<file path="src/rtl/morse_pkg.sv">
// Shared constants, register map and the Morse-to-ASCII lookup.
package morse_pkg;

    localparam logic DOT  = 1'b0;
    localparam logic DASH = 1'b1;

    localparam logic [7:0] CHAR_INVALID = 8'h23;

    typedef enum logic [1:0] {
        REG_STATUS = 2'd0,
        REG_DATA   = 2'd1,
        REG_CTRL   = 2'd2,
        REG_LEVEL  = 2'd3
    } reg_addr_e;

    localparam int CTRL_FLUSH    = 0;
    localparam int CTRL_CLR_ERR  = 1;
    localparam int CTRL_AUTO_GAP = 2;

    // Key is {length, symbols}; symbol i sits at bit i, unused bits forced to 0.
    function automatic logic [7:0] morse_lookup(input logic [2:0] len, input logic [6:0] pattern);
        logic [4:0] p;
        logic [7:0] c;
        p = '0;
        for (int i = 0; i < 5; i++) begin
            if (i < int'(len)) p[i] = pattern[i];
        end
        case ({len, p})
            {3'd1, 5'b00000}: c = 8'h45; // E
            {3'd1, 5'b00001}: c = 8'h54; // T
            {3'd2, 5'b00010}: c = 8'h41; // A
            {3'd2, 5'b00000}: c = 8'h49; // I
            {3'd2, 5'b00011}: c = 8'h4D; // M
            {3'd2, 5'b00001}: c = 8'h4E; // N
            {3'd3, 5'b00001}: c = 8'h44; // D
            {3'd3, 5'b00011}: c = 8'h47; // G
            {3'd3, 5'b00101}: c = 8'h4B; // K
            {3'd3, 5'b00111}: c = 8'h4F; // O
            {3'd3, 5'b00010}: c = 8'h52; // R
            {3'd3, 5'b00000}: c = 8'h53; // S
            {3'd3, 5'b00100}: c = 8'h55; // U
            {3'd3, 5'b00110}: c = 8'h57; // W
            {3'd4, 5'b00001}: c = 8'h42; // B
            {3'd4, 5'b00101}: c = 8'h43; // C
            {3'd4, 5'b00100}: c = 8'h46; // F
            {3'd4, 5'b00000}: c = 8'h48; // H
            {3'd4, 5'b01110}: c = 8'h4A; // J
            {3'd4, 5'b00010}: c = 8'h4C; // L
            {3'd4, 5'b00110}: c = 8'h50; // P
            {3'd4, 5'b01011}: c = 8'h51; // Q
            {3'd4, 5'b01000}: c = 8'h56; // V
            {3'd4, 5'b01001}: c = 8'h58; // X
            {3'd4, 5'b01101}: c = 8'h59; // Y
            {3'd4, 5'b00011}: c = 8'h5A; // Z
            {3'd5, 5'b11111}: c = 8'h30;
            {3'd5, 5'b11110}: c = 8'h31;
            {3'd5, 5'b11100}: c = 8'h32;
            {3'd5, 5'b11000}: c = 8'h33;
            {3'd5, 5'b10000}: c = 8'h34;
            {3'd5, 5'b00000}: c = 8'h35;
            {3'd5, 5'b00001}: c = 8'h36;
            {3'd5, 5'b00011}: c = 8'h37;
            {3'd5, 5'b00111}: c = 8'h38;
            {3'd5, 5'b01111}: c = 8'h39;
            default:          c = CHAR_INVALID;
        endcase
        return c;
    endfunction

endpackage

</file>
<file path="src/rtl/morse_decoder_fifo_input_cond.sv">
// Two-flop synchroniser, counting debouncer and rising-edge pulse for one input.
module morse_input_cond #(
    parameter int DEBOUNCE_CYCLES = 50000
) (
    input  logic clk,
    input  logic rst,
    input  logic din,
    output logic pulse
);
    localparam int CW = (DEBOUNCE_CYCLES > 1) ? $clog2(DEBOUNCE_CYCLES) : 1;
    localparam logic [CW-1:0] CNT_LOAD = CW'(DEBOUNCE_CYCLES - 1);

    logic          sync_a, sync_b;
    logic          level, level_q;
    logic [CW-1:0] cnt;

    // Synchronise, then accept a new level only after it differs for DEBOUNCE_CYCLES samples.
    always_ff @(posedge clk) begin
        if (rst) begin
            sync_a  <= 1'b0;
            sync_b  <= 1'b0;
            level   <= 1'b0;
            level_q <= 1'b0;
            cnt     <= '0;
        end else begin
            sync_a  <= din;
            sync_b  <= sync_a;
            level_q <= level;
            if (sync_b == level) begin
                cnt <= CNT_LOAD;
            end else if (cnt == '0) begin
                level <= sync_b;
                cnt   <= CNT_LOAD;
            end else begin
                cnt <= cnt - 1'b1;
            end
        end
    end

    assign pulse = level & ~level_q;

endmodule

</file>
<file path="src/rtl/morse_decoder_fifo.sv">
// Morse decoder: conditioned dot/dash/done inputs, symbol assembly, decode, byte FIFO, register slave.
module morse_decoder_fifo
    import morse_pkg::*;
#(
    parameter int DEPTH           = 16,
    parameter int MAX_SYMBOLS     = 5,
    parameter int DEBOUNCE_CYCLES = 50000,
    parameter int GAP_CYCLES      = 50000000
) (
    input  logic       clk,
    input  logic       rst,
    input  logic [1:0] address,
    input  logic       read,
    output logic [7:0] read_data,
    input  logic       write,
    input  logic [7:0] write_data,
    input  logic [1:0] button_in,
    input  logic [3:0] switch_in
);
    localparam int PW = $clog2(DEPTH);
    localparam int CW = PW + 1;
    localparam int GW = $clog2(GAP_CYCLES + 1);

    logic dot_p, dash_p, done_p;

    morse_input_cond #(.DEBOUNCE_CYCLES(DEBOUNCE_CYCLES)) u_dot  (.clk(clk), .rst(rst), .din(button_in[0]), .pulse(dot_p));
    morse_input_cond #(.DEBOUNCE_CYCLES(DEBOUNCE_CYCLES)) u_dash (.clk(clk), .rst(rst), .din(button_in[1]), .pulse(dash_p));
    morse_input_cond #(.DEBOUNCE_CYCLES(DEBOUNCE_CYCLES)) u_done (.clk(clk), .rst(rst), .din(switch_in[0]), .pulse(done_p));

    logic unused_bits;
    assign unused_bits = ^{switch_in[3:1], write_data[7:3]};

    logic [MAX_SYMBOLS-1:0] sym_buf, buf_eff;
    logic [2:0]             sym_cnt, cnt_eff;
    logic                   too_long, sym_err, ovf, auto_gap;
    logic [GW-1:0]          gap_cnt;

    logic [7:0]    mem [DEPTH];
    logic [PW-1:0] wr_ptr, rd_ptr;
    logic [CW-1:0] count;

    logic sym_one, sym_both, append, sym_dropped;
    logic gap_active, gap_expire, complete, push, push_ok, push_drop, pop;
    logic ctrl_wr, flush, clr_err, empty, full;
    logic [7:0] push_byte;

    assign sym_one     = dot_p ^ dash_p;
    assign sym_both    = dot_p & dash_p;
    assign append      = sym_one && (sym_cnt < 3'(MAX_SYMBOLS));
    assign sym_dropped = sym_one && !append;
    assign gap_active  = auto_gap && (sym_cnt != 3'd0);
    assign gap_expire  = gap_active && (gap_cnt == GW'(GAP_CYCLES - 1));
    assign complete    = done_p || gap_expire;

    assign ctrl_wr = write && (reg_addr_e'(address) == REG_CTRL);
    assign flush   = ctrl_wr && write_data[CTRL_FLUSH];
    assign clr_err = ctrl_wr && write_data[CTRL_CLR_ERR];

    assign empty     = (count == '0);
    assign full      = (count == CW'(DEPTH));
    assign pop       = read && (reg_addr_e'(address) == REG_DATA) && !empty;
    assign push      = complete && (cnt_eff != 3'd0);
    assign push_ok   = push && (!full || pop) && !flush;
    assign push_drop = push && full && !pop && !flush;

    // A symbol arriving with the completion is folded in before decoding.
    always_comb begin
        buf_eff = sym_buf;
        cnt_eff = sym_cnt;
        if (append) begin
            buf_eff[sym_cnt] = dash_p;
            cnt_eff          = sym_cnt + 3'd1;
        end
        push_byte = (too_long || sym_dropped) ? CHAR_INVALID : morse_lookup(cnt_eff, 7'(buf_eff));
    end

    // Symbol buffer, length and too-long flag.
    always_ff @(posedge clk) begin
        if (rst || flush || complete) begin
            sym_buf  <= '0;
            sym_cnt  <= 3'd0;
            too_long <= 1'b0;
        end else begin
            if (append) begin
                sym_buf[sym_cnt] <= dash_p;
                sym_cnt          <= sym_cnt + 3'd1;
            end
            if (sym_dropped) too_long <= 1'b1;
        end
    end

    // Inter-character gap timer: counts up while armed, restarts on each symbol.
    always_ff @(posedge clk) begin
        if (rst || flush || append || complete || !auto_gap) begin
            gap_cnt <= '0;
        end else if (gap_active && gap_cnt != GW'(GAP_CYCLES - 1)) begin
            gap_cnt <= gap_cnt + 1'b1;
        end
    end

    // Sticky error flags and persistent control bit; a new error beats a same-cycle clear.
    always_ff @(posedge clk) begin
        if (rst) begin
            sym_err  <= 1'b0;
            ovf      <= 1'b0;
            auto_gap <= 1'b0;
        end else begin
            if (clr_err) begin
                sym_err <= 1'b0;
                ovf     <= 1'b0;
            end
            if (sym_both)  sym_err <= 1'b1;
            if (push_drop) ovf     <= 1'b1;
            if (ctrl_wr)   auto_gap <= write_data[CTRL_AUTO_GAP];
        end
    end

    // FIFO pointers and occupancy; flush wins over any push.
    always_ff @(posedge clk) begin
        if (rst || flush) begin
            wr_ptr <= '0;
            rd_ptr <= '0;
            count  <= '0;
        end else begin
            if (push_ok) wr_ptr <= wr_ptr + 1'b1;
            if (pop)     rd_ptr <= rd_ptr + 1'b1;
            case ({push_ok, pop})
                2'b10:   count <= count + 1'b1;
                2'b01:   count <= count - 1'b1;
                default: count <= count;
            endcase
        end
    end

    // FIFO storage; contents are don't-care while empty so no reset.
    always_ff @(posedge clk) begin
        if (push_ok) mem[wr_ptr] <= push_byte;
    end

    // Combinational register read mux.
    always_comb begin
        read_data = 8'h00;
        case (reg_addr_e'(address))
            REG_STATUS: read_data = {1'b0, sym_cnt, sym_err, ovf, full, !empty};
            REG_DATA:   read_data = empty ? 8'h00 : mem[rd_ptr];
            REG_CTRL:   read_data[CTRL_AUTO_GAP] = auto_gap;
            REG_LEVEL:  read_data = 8'(count);
            default:    read_data = 8'h00;
        endcase
    end

endmodule

</file>
<file path="config.mk">
export PLATFORM = sky130hd
export DESIGN_NAME = morse_decoder_fifo
export DESIGN_NICKNAME = d
export VERILOG_FILES = /design/src/rtl/morse_pkg.sv /design/src/rtl/morse_decoder_fifo_input_cond.sv /design/src/rtl/morse_decoder_fifo.sv
export SDC_FILE = /design/constraint.sdc
export NUM_CORES = 1
export LEC_CHECK = 0
export ABC_AREA = 1
export CAP_MARGIN = 20
export CORE_MARGIN = 1.5
export CORE_UTILIZATION = 56
export DETAILED_ROUTE_END_ITERATION = 8
export GPL_TIMING_DRIVEN = 0
export PLACE_DENSITY = 0.78
export SYNTH_ARGS = -nofsm -noshare
export SYNTH_HDL_FRONTEND = slang
export SYNTH_HIERARCHICAL = 1
export SYNTH_SLANG_ARGS = --single-unit
</file>
<file path="constraint.sdc">
create_clock -name clk -period 3.1 [get_ports clk]
set_input_delay 0.465 -clock clk [delete_from_list [all_inputs] [get_ports clk]]
set_output_delay 0.465 -clock clk [all_outputs]
set_load 0.005 [all_outputs]
</file>
* Word level (Yosys, flattened, before mapping) *
Memories as Yosys holds them, arrays and structs flattened. A register that Yosys moved wholly into a read port is not among the register bits.
Cells that the tools add are included.

word-level totals
  bits in registers = 111
  bits in writable memories = 128
  input bits = 20
  logic and storage cells = 181
  memories kept = 1

memories
  name  words  width  read ports  clocked after memory_dff  write ports  line                      source
  mem   16     8      1           1                         1            morse_decoder_fifo.sv:38  logic [7:0] mem [DEPTH];

cells by class
  add/subtract/negate cells = 9
  $lt $le $gt $ge = 8
  equality and inequality tests = 47
  mux-type cells = 30
  bitwise logic cells = 11
  reduce and logical (&&, ||, !) cells = 47

operators by type and width
  operator                                                                number
  7-bit case mux with 36 select lines                                     1
  8-bit equality test (second input constant)                             22
  8-bit by 7-bit equality test with 1-bit output (second input constant)  12
  16-bit two-way mux                                                      6
  16-bit logical NOT                                                      3
  16-bit by 1-bit subtractor with 16-bit output (second input constant)   3
  26-bit by 1-bit adder with 26-bit output (second input constant)        1
  26-bit equality test (second input constant)                            1
  26-bit inequality test (second input constant)                          1
  1-bit logical AND                                                       17
  8-bit by 6-bit equality test with 1-bit output (second input constant)  2
  8-bit two-way mux                                                       2
  5-bit case mux with 3 select lines                                      1
  1-bit two-way mux                                                       11
  5-bit case mux with 2 select lines                                      1
  3-bit OR reduction                                                      3
  4-bit by 1-bit adder with 4-bit output (second input constant)          2
  1-bit logical OR                                                        8
  4-bit two-way mux                                                       2
  2-bit equality test (second input constant)                             3
  1-bit logical NOT                                                       6
  1-bit by 3-bit < comparator with 1-bit output (first input constant)    2
  2-bit by 3-bit < comparator with 1-bit output (first input constant)    2
  1-bit inverter                                                          6
  other kinds (23)                                                        34

* Depth between registers and ports, before layout *
Gate-level depths: netlist of the first run.

  depth after elaboration = 11
  mapped depth = 22
  mapped depth without buffers = 21

* Modules after synthesis *
The synthesis of the first run kept the hierarchy.

modules (own cells, without submodules)
  module              instances  cells each  area an instance (um^2)  sequential area each (um^2)
  morse_decoder_fifo  1          931         8,202.9                  4,464.3
  morse_input_cond    3          137         992.2                    400.4

* Worst setup path before layout of the first run *
No wires, ideal clock.

  path kind = register -> register
  start = reg u_dash.level
  end = reg count[4]
  arrival time = 3,016 ps
  path slack = -36 ps
  cell stages (with the launch flop) = 23
  buffers on the path = 1
  period minus slack after synthesis = 3,136 ps
  cell sequence = dfxtp_1 -> inv_1 -> nor2_1 -> ha_1 -> buf_4 -> nand2_1 -> nor2_1 -> nand2_1 -> nand2_2 -> nand3_4 -> nor2_1 -> nor2_2 -> nand2_2 -> ha_1 -> ha_1 -> nand2_1 -> nor2_1 -> a211oi_1 -> nor2_1 -> nor2_1 -> nand2_1 -> nor2_1 -> nor3_1

on the way
  longest elaborated chain between the ends = 10
  elaborated cells on any way between the ends = 12

RTL lines
  what                                                                                          line                                 source
  start: declaration                                                                            morse_decoder_fifo_input_cond.sv:14  logic level, level_q;
  start signal: assignment                                                                      morse_decoder_fifo_input_cond.sv:32  level <= sync_b;
  1-bit bitwise AND *                                                                           morse_decoder_fifo_input_cond.sv:40  assign pulse = level & ~level_q;
  via dash_p                                                                                    morse_decoder_fifo.sv:24             logic dot_p, dash_p, done_p;
  1-bit bitwise XOR *                                                                           morse_decoder_fifo.sv:47             assign sym_one = dot_p ^ dash_p;
  1-bit logical AND *                                                                           morse_decoder_fifo.sv:49             assign append = sym_one && (sym_cnt < 3'(MAX_SYMBOLS));
  3-bit two-way mux *                                                                           morse_decoder_fifo.sv:70             if (append) begin
  3-bit nonzero test *                                                                          morse_decoder_fifo.sv:62             assign push = complete && (cnt_eff != 3'd0);
  1-bit logical AND *                                                                           morse_decoder_fifo.sv:62
  1-bit logical AND * (2 in series)                                                             morse_decoder_fifo.sv:63             assign push_ok = push && (!full || pop) && !flush;
  2-bit by 1-bit equality test with 1-bit output / 2-bit equality test (equally long branches)  morse_decoder_fifo.sv:127            case ({push_ok, pop})
  5-bit case mux with 2 select lines / 2-bit nonzero test (equally long branches)               -
  end signal: assignment                                                                        morse_decoder_fifo.sv:128            2'b10: count <= count + 1'b1;
  end signal: assignment                                                                        morse_decoder_fifo.sv:129            2'b01: count <= count - 1'b1;
  end signal: assignment                                                                        morse_decoder_fifo.sv:130            default: count <= count;
  end: declaration                                                                              morse_decoder_fifo.sv:40             logic [CW-1:0] count;

Mark *: on every way through the listed nets, which the timed path passes. The rest lies on a longest branch.
A chain may end at the register's enable or synchronous reset.

* Worst setup path after layout of the first run *
  start = reg u_dot.level
  end = mem mem[14][0] (data pin)

on the way
  longest elaborated chain between the ends = 9
  elaborated cells on any way between the ends = 56

RTL lines
  what                                                                         line                                 source
  start: declaration                                                           morse_decoder_fifo_input_cond.sv:14
  start signal: assignment                                                     morse_decoder_fifo_input_cond.sv:32
  1-bit bitwise AND *                                                          morse_decoder_fifo_input_cond.sv:40
  via dot_p                                                                    morse_decoder_fifo.sv:24
  1-bit bitwise XOR *                                                          morse_decoder_fifo.sv:47
  1-bit logical AND                                                            morse_decoder_fifo.sv:49
  3-bit two-way mux                                                            morse_decoder_fifo.sv:70
  1-bit by 3-bit < comparator with 1-bit output, or another cell as far along  morse_pkg.sv:26                      if (i < int'(len)) p[i] = pattern[i];
  1-bit two-way mux                                                            morse_pkg.sv:26
  8-bit equality test, or another cell as far along                            morse_pkg.sv:28                      case ({len, p})
  7-bit case mux with 36 select lines                                          morse_pkg.sv:28
  8-bit two-way mux *                                                          morse_decoder_fifo.sv:74             push_byte = (too_long || sym_dropped) ? CHAR_INVALID : morse_lookup(cnt_eff, 7'(buf_eff));
  via push_byte[0]                                                             morse_decoder_fifo.sv:45             logic [7:0] push_byte;
  end: declaration                                                             morse_decoder_fifo.sv:38

Marked as above.

==> results of run 1 <==
## timing repair
item | CTS | global route
pin swaps | 17 | 29
resized for setup | 85 | 50
endpoints found under the setup margin | 235 | 232
setup buffers | 3 | 18
endpoints found under the hold margin | 0 | 0
## power groups by stage
stage          clock network, W  registers [W]  logic [W]
2_1_floorplan                 0        0.00325   0.000166
3_3_place_gp                  0        0.00325   0.000220
3_5_place_dp                  0        0.00325   0.000225
4_1_cts                 0.00321        0.00319   0.000231
5_1_grt                 0.00332        0.00319   0.000275
6_report                0.00318        0.00319   0.000246
## critical path: cells and delay by family, from the launching register on
kind	cells	cell delay (ns)
and+or+nand+nor	11	1.34
buffers and inverters	5	0.51
DFF	1	0.35
AOI/OAI and AO/OA	2	0.31
adders and majority gates	1	0.23
## area by class of cell
class,count,area share [%]
clock inverters,13,1.522
clock buffers,33,5.106
multi-input cells,934,38.49
repair buffers,39,3.026
well taps,265,2.506
flip-flops and latches,227,42.91
plain buffers,31,2.146
inverters,148,4.293
## logic make-up after synthesis
group                    synth area share (%)
AO/OA/AOI/OAI                           10.86
XOR/XNOR                                2.820
adder cells (fa/ha/maj)                 1.970
flip-flops                              50.68
AND/OR/NAND/NOR                         27.19
buffers and inverters                   6.458
other                                 0.03354
## synthesized netlist by cell type, drive strengths merged (5+ instances only)
| cell | count | share of area, % |
|---|---|---|
| xnor2 | 15 | 1.2 |
| nand2 | 275 | 9.8 |
| nor3b | 6 | 0.40 |
| o21a | 8 | 0.54 |
| dfxtp | 115 | 21 |
| nand3b | 7 | 0.47 |
| o221ai | 16 | 1.3 |
| nand3 | 56 | 2.8 |
| ha | 16 | 1.8 |
| edfxtp | 112 | 30 |
| a31oi | 10 | 0.56 |
| nor2 | 277 | 11 |
| nand4 | 22 | 1.2 |
| nor4 | 7 | 0.39 |
| o21ai | 85 | 3.9 |
| inv | 145 | 4.9 |
| a21oi | 66 | 3.4 |
| xor2 | 21 | 1.6 |
| clkbuf | 22 | 0.74 |
| or2 | 5 | 0.28 |
| nor3 | 20 | 1.0 |
| buf | 11 | 0.73 |
| o22ai | 8 | 0.45 |
## per-layer routing
metal,up-vias,track usage (%)
met1,4342,33.70
met5,-,0
met2,394,46.56
met3,106,3.907
li1,4580,-
met4,0,12.39
## sequential cells by signal, summed over array words and instances (netlist names), 3 cells and up, named ones only
signal,count
u_dot/cnt,16
wr_ptr,4
u_dash/cnt,16
u_done/cnt,16
mem,112
sym_buf,5
sym_cnt,3
gap_cnt,26
rd_ptr,4
count,5
## path summary, 6_finish.rpt
path,slack (ns),depth (start not counted),startpoint,end
worst max-delay path,0.07,19,u_dot/level,mem[14][0]
worst min-delay path,0.40,2,u_dash/sync_a,u_dash/sync_b
worst max register to register,0.07,19,u_dot/level,mem[14][0]
worst min register to register,0.40,2,u_dash/sync_a,u_dash/sync_b
## per-stage QoR
step | util, % | std cells | setup TNS (ns) | setup slack [ns] | cell area (um2)
after floorplan | - | 1342 | 0 | 0.06213 | 11180
after global placement | 59.89 | 1625 | -81.33 | -0.9164 | 11690
after detailed placement | 59.92 | 1625 | -82.05 | -0.8319 | 11700
after CTS | 65.85 | 1672 | 0 | 0.003608 | 12860
after global routing | 67.77 | 1690 | -3.313 | -0.1023 | 13230
final | 67.77 | 1690 | 0 | 0.07151 | 13230
==> metrics.yaml, run 1 <==
dp_hpwl_um: 18450
yosysSeqAreaShare_pct: 50.68
ys_seq_elements: 227
cpPeakStageDelay_ns: 0.35
seq_power_share_pct: 48.2
powerDensity_nw_per_um2: 499.3
drive_gt1_share_pct: 15.93
ir_worst_vdd_mv: 0.4766
ctsHtreeMaxLevel: 1
grt_pass1_vias: 9056
slew_violations: 0
fp.coreArea_um2: 19530
antenna_found_initial: 0
synth_nets: 1379
drc: 0
rsz0062_at_grt: "yes"
clkPwrFrac_pct: 48.1
worstPathArrival_ns: 3.26
ant_nets: 0
ys_types: 50
worst-path-max-fanout: 16
start_util_pct: 57.25
multi_input_area_um2: 5094
worstPathCellList: "inv_4 > nor2_4 > ha_4 > buf_6 > inv_2 > o21ai_2 > nand2_4 > nand3_4 > buf_12 > nand2_4 > nor2_2 > inv_1 > nor2_1 > nand2_1 > nand2_1 > a21oi_1 > nand3_1 > nor2_1 > nand2_4"
synth.avg_cell_area_um2: 8.330
p_total_w: 0.006607
clock-sinks: 227
status: "complete, no violations"
setup_viol: 0
grt_usage_pct: 27.06
synth_edf_count: 112
top_layer: "met4"
cts_tree: "done"
n_fill_cell: 1542
dr_total_vias: 9422
synth_flop_cell: "dfxtp_1"
cp-end-kind: "flip-flop"
regArea_um2: 5678
layout_common_cells: "nand2_1, nor2_1, inv_1, edfxtp_1, dfxtp_1"
cpMostUsedCell: "nand2_4"
cts_made_buffers: 25
crit_required_ns: 3.34
clkTransAtPathRegs_ns: 0.06
fin_crit_ns: 3.028
clock_latency_ns: 0.52
hold_buffers: 0
cp-start-kind: "flip-flop"
place.gp.congestion: 0.9659
areaGrowthSynthToFinish_pct: 18.37
netlist_instances: 1342
wl_met2_um: 13230
die_h_um: 144.3
leakage_nw: 5.175
cts_max_path_buffers: 3
synthArstFlopShare_pct: 0
p_sw_w: 0.001399
vias_per_cell: 5.575
tightest_slew_ns: 0.7071
criticalPathCategory: "flip-flop to flip-flop"
p_sw_share_pct: 21.17
grt_max_degree: 17
drtIter0Drc: 701
hp-class: "flip-flop to flip-flop"
finalCritPeriodShare_pct: 97.69
grt-ovfl-total: 0
cp_slowest_cell: "dfxtp_2"
die_area_um2: 20820
finalHoldWorstSlack_ns: 0.4015
p_int_w: 0.005209
drt_first_pass_iters: 8
antennaDiodeCount: 0
fmax_mhz: 330.2
portBuffers: 18
hold_viol: 0
finClkSkew_ns: 0.008036
synth.cell_area_um2: 11180
grt_pass1_wl_um: 44480
clockRootBuffer: "clkbuf_16"
pwr-share-comb_pct: 3.7
io_pins: 28
wl_met1_um: 11140
die_w_um: 144.3
relSlewSlack_pct: 52.68
drv_cap: 0
yosys_warnings: 6
layout_commonest_cell: "nand2_1"
met3_length_um: 1972
fin_nets: 1443
rows: 51
drt_wl_total_um: 27670
wl_per_cell_um: 16.37
(Power assumes the default switching activity.)
==> run 2, diff against run 1 <==
--- a/config.mk
+++ b/config.mk
@@ -7,11 +7,12 @@
 export LEC_CHECK = 0
 export ABC_AREA = 1
 export CAP_MARGIN = 20
+export CELL_PAD_IN_SITES_DETAIL_PLACEMENT = 1
+export CELL_PAD_IN_SITES_GLOBAL_PLACEMENT = 1
 export CORE_MARGIN = 1.5
-export CORE_UTILIZATION = 56
+export CORE_UTILIZATION = 43
 export DETAILED_ROUTE_END_ITERATION = 8
-export GPL_TIMING_DRIVEN = 0
-export PLACE_DENSITY = 0.78
+export PLACE_DENSITY_LB_ADDON = 0.3
 export SYNTH_ARGS = -nofsm -noshare
 export SYNTH_HDL_FRONTEND = slang
 export SYNTH_HIERARCHICAL = 1
==> run 2 against run 1 <==
Effect of this change: power down 3.8%; critical path depth down 9; maximum frequency down 0.62%; critical path type is now flip-flop to primary output; clock skew up 0.0092 ns; register-to-register slack better by 0.11 ns; global-route usage down 2.4 points; first-iteration DRC count down 26%; hold slack worse by 0.00074 ns; clock power down 8.2%.
==> metrics.yaml, run 2 (synthesized netlist as in run 1, its figures left out) <==
clockRootBuffer: "clkbuf_16"
fin_crit_ns: 3.048  # +0.01903 ns
fin_nets: 1509  # +4.6%
ff2ff_setup_slack_ns: 0.18  # +0.11 ns
worstPathCellList: "clkinvlp_4 > buf_4 > clkbuf_16 > o21ai_0 > o22ai_1 > o21ai_2 > nand2_1 > nand2_1 > o21ai_0 > dlygate4sd2_1"
drt_wl_total_um: 32990  # +19%
ant_nets: 0  # unchanged
crit_required_ns: 2.63  # -0.71 ns
drive_gt1_share_pct: 18.46  # +2.5 points
setup_viol: 0  # unchanged
path_delay_family: "buffers and inverters"
fmax_mhz: 328.1  # -0.62%
hp-class: "flip-flop to flip-flop"
grt_max_degree: 29  # +12
antenna_found_initial: 0  # unchanged
cts_tree: "done"
die_area_um2: 26970  # +30%
areaGrowthSynthToFinish_pct: 22.64
worst-path-max-fanout: 14  # -2
dr_total_vias: 9722  # +3.2%
finalCritPeriodShare_pct: 98.31  # +0.61 points
wl_per_cell_um: 18.13  # +11%
powerDensity_nw_per_um2: 463.5  # -7.2%
finalHoldWorstSlack_ns: 0.4007  # -0.0007410 ns
cts_made_buffers: 25  # unchanged
grt_pass1_wl_um: 52640  # +18%
fp.coreArea_um2: 25330  # +30%
drt_first_pass_iters: 4  # -4
dp_slack_ns: -0.2438  # +0.5881 ns
setup_slack_ns: 0.05248  # -0.01903 ns
rsz0062_at_grt: "yes"
p_total_w: 0.006355  # -3.8%
die_h_um: 164.2  # +14%
cpPeakStageDelay_ns: 0.41  # +0.06 ns
ctsHtreeMaxLevel: 1  # unchanged
grt-ovfl-total: 0  # unchanged
clock-sinks: 227  # unchanged
n_fill_cell: 3005  # +95%
cp_slowest_cell: "dfxtp_4"
grt_pass1_vias: 10400  # +15%
slew_violations: 0  # unchanged
ir_worst_vdd_mv: 0.4334  # -9.1%
cp-end-kind: "primary output"
leakage_nw: 5.556  # +7.4%
clkTransAtPathRegs_ns: 0.06  # about the same
portBuffers: 18  # unchanged
largestRegisters: "mem x112, gap_cnt x26"
worstPathArrival_ns: 2.58  # -0.68 ns
start_util_pct: 44.14  # -13 points
drtIter0Drc: 520  # -26%
layout_common_cells: "nand2_1, nor2_1, inv_1, edfxtp_1, dfxtp_1"
regArea_um2: 5675  # about the same
cp-start-kind: "flip-flop"
rows: 58  # +14%
io_pins: 28  # unchanged
hold_buffers: 0  # unchanged
drc: 0  # unchanged
die_w_um: 164.2  # +14%
antennaDiodeCount: 0  # unchanged
multi_input_area_um2: 4972  # -2.4%
layout_commonest_cell: "nand2_1"
dp_hpwl_um: 22070  # +20%
crit_buf_inv: 4  # -1
cts_max_path_buffers: 3  # unchanged
finClkSkew_ns: 0.01722  # +0.009183 ns
place.gp.congestion: 0.8760  # -9.3%
vias_per_cell: 5.342  # -4.2%
criticalPathCategory: "flip-flop to primary output"
hold_viol: 0  # unchanged
largest_register: "mem"
largest_register_ffs: 112  # unchanged
status: "complete, no violations"
grt_usage_pct: 24.68  # -2.4 points
drv_cap: 0  # unchanged
clock_latency_ns: 0.53  # about the same
-- run 2: changes by cell type in the layout (fill, tap and decap cells not counted), moves of 5 or more --
cell,change
buf_2,-5
buf_4,+86
clkbuf_2,-5
clkbuf_8,-10
nand2_1,+7
nor2_1,+8
-- run 2: per-layer routing --
| metal | track usage [%] | up-vias | share of wire, % |
|---|---|---|---|
| met2 | 45.90 | 202 | 51 |
| met1 | 28.90 | 4734 | 41 |
| met3 | 2.702 | 86 | 3.4 |
| met5 | 0 | - | 0 |
| li1 | - | 4700 | - |
| met4 | 9.504 | 0 | 4.1 |
-- run 2: timing repair --
| action | 4_1_cts | 5_1_grt |
|---|---|---|
| cloned | 3 | 3 |
| buffers inserted | 0 | 7 |
| pin swaps | 0 | 14 |
| gates resized for setup | 35 | 32 |
| setup endpoints to repair | 34 | 119 |
-- run 2: worst register-to-register path, cell delays in order (launching register included) --
cell,delay (ns)
dfxtp_2,0.33
ha_2,0.16
inv_2,0.05
nor3_4,0.22
inv_2,0.08
nor2_4,0.09
nand2_1,0.06
nor2_2,0.10
a21o_1,0.16
nand2_1,0.07
nor2_2,0.14
nand2_2,0.10
ha_4,0.19
ha_1,0.29
buf_4,0.15
nand2_1,0.06
nor2_1,0.04
a211oi_2,0.23
xnor2_1,0.10
o21ai_1,0.12
inv_1,0.06
-- run 2: path summary, 6_finish.rpt --
| check | depth (start not counted) | start | end |
|---|---|---|---|
| setup / recovery | 10 | flip-flop | read_data[6] |
| hold / removal | 2 | u_dash/sync_a | u_dash/sync_b |
| setup reg to reg | 20 | gap_cnt[0] | count[3] |
| hold reg to reg | 2 | u_dash/sync_a | u_dash/sync_b |
-- run 2: metrics by stage --
stage | std cells | TNS [ns] | area (um2) | utilization (%)
floorplan | 1342 | 0 | 11180 | -
global placement | 1762 | -0.6422 | 12490 | 49.31
detailed placement | 1762 | -4.216 | 12490 | 49.31
CTS | 1810 | -0.1614 | 13460 | 53.14
global route | 1820 | -0.09227 | 13710 | 54.14
finish | 1820 | 0 | 13710 | 54.14
-- run 2: cell type report --
type | instances | area share [%]
tap | 330 | 3.012
inverter | 148 | 4.152
timing repair buffer | 136 | 9.381
sequential | 227 | 41.39
clock buffer | 36 | 5.083
clock inverter | 9 | 0.7118
multi-input combinational | 934 | 36.27
-- run 2: where the power goes --
group          internal [W]  switching [W]
Clock               0.00172        0.00120
Combinational     0.0000892       0.000157
Sequential          0.00316      0.0000251
Total               0.00497        0.00138
==> run 3, diff against run 2 <==
--- a/config.mk
+++ b/config.mk
@@ -10,8 +10,9 @@
 export CELL_PAD_IN_SITES_DETAIL_PLACEMENT = 1
 export CELL_PAD_IN_SITES_GLOBAL_PLACEMENT = 1
 export CORE_MARGIN = 1.5
-export CORE_UTILIZATION = 43
+export CORE_UTILIZATION = 44
 export DETAILED_ROUTE_END_ITERATION = 8
+export DONT_BUFFER_PORTS = 1
 export PLACE_DENSITY_LB_ADDON = 0.3
 export SYNTH_ARGS = -nofsm -noshare
 export SYNTH_HDL_FRONTEND = slang
==> run 3 against run 2 <==
Effect of this change: sequential share of layout area increased by 1.5 points; clock skew decreased by 0.0038 ns; setup slack worse by 0.022 ns.
==> metrics.yaml, run 3 (synthesized netlist as in run 1, its figures left out) <==
tightest_slew_ns: 0.7238
largest_register: "mem"
grt_max_degree: 57  # +97%
setup_viol: 0  # unchanged
largestRegisters: "mem x112, gap_cnt x26"
ff2ff_setup_slack_ns: 0.19  # about the same
status: "complete, no violations"
criticalPathCategory: "flip-flop to primary output"
drive_gt1_share_pct: 16.63  # -1.8 points
grt_use_met3_pct: 3.871  # +1.2 points
cts_max_path_buffers: 3  # unchanged
ctsHtreeMaxLevel: 1  # unchanged
clock-sinks: 227  # unchanged
pwr-share-comb_pct: 3.4  # -0.5 points
cts_tree: "done"
fmax_mhz: 325.7  # -0.73%
crit_buf_inv: 2  # -2
p_sw_share_pct: 21.78  # +0.030 points
antennaDiodeCount: 0  # unchanged
drt_first_pass_iters: 5  # +1
critical_path_depth: 8  # -2
clock_latency_ns: 0.52  # about the same
worst-path-max-fanout: 11  # -3
hp-class: "input port to flip-flop"
layout_common_cells: "nand2_1, nor2_1, inv_1, dfxtp_1, edfxtp_1"
cts_made_buffers: 25  # unchanged
fin_setup_tns_ns: 0  # unchanged
use_met1_pct: 29.05  # +0.15 points
areaGrowthSynthToFinish_pct: 18.31
drv_cap: 0  # unchanged
reg2reg_from: "u_dot/level"
dp_slack_ns: -0.1618  # +0.08200 ns
leakage_nw: 5.246  # -5.6%
worstPathCellList: "clkinv_1 > buf_4 > o21ai_0 > o22ai_1 > o21ai_0 > nand2_1 > nand3_1 > o221ai_1"
start_util_pct: 44.65  # +0.51 points
drt_wl_total_um: 30900  # -6.4%
cp_slowest_cell: "o21ai_0"
grt_pass1_vias: 9700  # -6.7%
rsz0062_at_grt: "yes"
p_total_w: 0.006599  # +3.8%
critPathCapture: "read_data[4]"
fin_nets: 1467  # -2.8%
clockRootBuffer: "clkbuf_16"
multi_input_area_um2: 4908  # -1.3%
setup_slack_ns: 0.03001  # -0.02247 ns
worstPathArrival_ns: 2.60  # +0.02 ns
ir_worst_vdd_mv: 0.4204  # -3.0%
crit_required_ns: 2.63  # about the same
grt-ovfl-total: 0  # unchanged
instances_no_fill: 1779  # -2.3%
p_sw_w: 0.001437  # +4.0%
layout_commonest_cell: "nand2_1"
fp.coreArea_um2: 25040  # -1.1%
die_area_um2: 26370  # -2.2%
powerDensity_nw_per_um2: 498.9  # +7.6%
drc: 0  # unchanged
relSlewSlack_pct: 51.69
use_met2_pct: 43.05  # -2.8 points
regArea_um2: 5668  # -0.13%
gr-max-usage-layer: "met2"
io_pins: 28  # unchanged
p_int_w: 0.005162  # +3.8%
dp_hpwl_um: 21880  # -0.88%
cpMostUsedCell: "o21ai_0"
dr_total_vias: 9374  # -3.6%
fin_crit_ns: 3.070  # +0.02247 ns
cp-start-kind: "flip-flop"
place.gp.congestion: 0.8249  # -5.8%
n_fill_cell: 3015  # +0.33%
hold_viol: 0  # unchanged
die_w_um: 162.4  # -1.1%
path_delay_family: "compound AO/OA/AOI/OAI gates"
rows: 58  # unchanged
vias_per_cell: 5.269  # -1.4%
slew_violations: 0  # unchanged
die_h_um: 162.4  # -1.1%
dp_cells: 1728  # -1.9%
grt_pass1_wl_um: 49430  # -6.1%
cpPeakStageDelay_ns: 0.39  # -0.02 ns
finalHoldWorstSlack_ns: 0.02177  # -0.3790 ns
clkPwrFrac_pct: 48.3  # +2.3 points
reg2regPathDepth: 21  # +5.0%
ant_nets: 0  # unchanged
antenna_found_initial: 1  # +1
timing.rr.end: "count[4]"
cp-end-kind: "primary output"
portBuffers: 0  # -18
grt_usage_pct: 23.54  # -1.1 points
finalCritPeriodShare_pct: 99.03  # +0.72 points
clkTransAtPathRegs_ns: 0.06  # about the same
largest_register_ffs: 112  # unchanged
wl_per_cell_um: 17.37  # -4.2%
finClkSkew_ns: 0.01341  # -0.003808 ns
drtIter0Drc: 474  # -8.8%
seq_power_share_pct: 48.3  # -1.8 points
run 3: layout make-up:
type | count | area share (%)
clock buffers | 27 | 4.862
clock inverters | 19 | 1.760
inverters | 148 | 4.219
multi-input cells | 934 | 37.11
flip-flops and latches | 227 | 42.85
well taps | 330 | 3.122
repair buffers | 94 | 6.073
run 3: power groups by stage:
stage / registers [W] / clock network [W] / logic (W)
global route: 0.00319 / 0.00336 / 0.000255
detailed placement: 0.00325 / 0 / 0.000216
CTS: 0.00319 / 0.00325 / 0.000229
floorplan: 0.00325 / 0 / 0.000166
global placement: 0.00325 / 0 / 0.000208
finish: 0.00319 / 0.00319 / 0.000227
run 3: how the worst min path moves through the flow:
stage / from / endpoint / depth (start not counted)
5_1_grt: rst / u_done/sync_b / 1
6_report: rst / u_dot/sync_a / 1
3_3_place_gp: u_done/sync_a / u_done/sync_b / 2
4_1_cts: rst / u_dot/sync_a / 1
3_5_place_dp: u_done/sync_a / u_done/sync_b / 2
2_1_floorplan: u_dash/sync_a / u_dash/sync_b / 2
run 3: layer usage:
layer / up-vias / part of all wire [%]
li1: 4623 / -
met1: 4567 / 44
met2: 143 / 51
met3: 39 / 3.7
met4: 2 / 1.8
met5: - / 0.039
run 3: through the flow:
| stage | utilization (%) | area (um2) |
|---|---|---|
| floorplan | - | 11180 |
| global placement | 48.68 | 12190 |
| detailed placement | 48.68 | 12190 |
| CTS | 52.42 | 13120 |
| global route | 52.83 | 13230 |
| finish | 52.83 | 13230 |
run 3: worst reg2reg max path: stages, from the launching register on:
cell	delay (ns)
dfxtp_1	0.33
inv_1	0.07
nor2_2	0.12
ha_4	0.23
buf_4	0.15
nand2_2	0.09
nand2_1	0.09
nand2_4	0.11
inv_2	0.07
nor2_4	0.13
nor2_2	0.06
nand2_2	0.10
ha_4	0.19
inv_1	0.09
fa_2	0.37
nor2_2	0.13
a211oi_2	0.05
nor2_1	0.13
nor2_2	0.06
nand2_1	0.05
nor2_1	0.04
nor3_1	0.14
run 3: repair_timing:
action | CTS | global route
endpoints found under the hold margin | 10 | 0
endpoints found under the setup margin | 19 | 105
buffers inserted | 0 | 1
gates resized for setup | 7 | 20
pin swaps | 1 | 5
hold buffers | 4 | 0
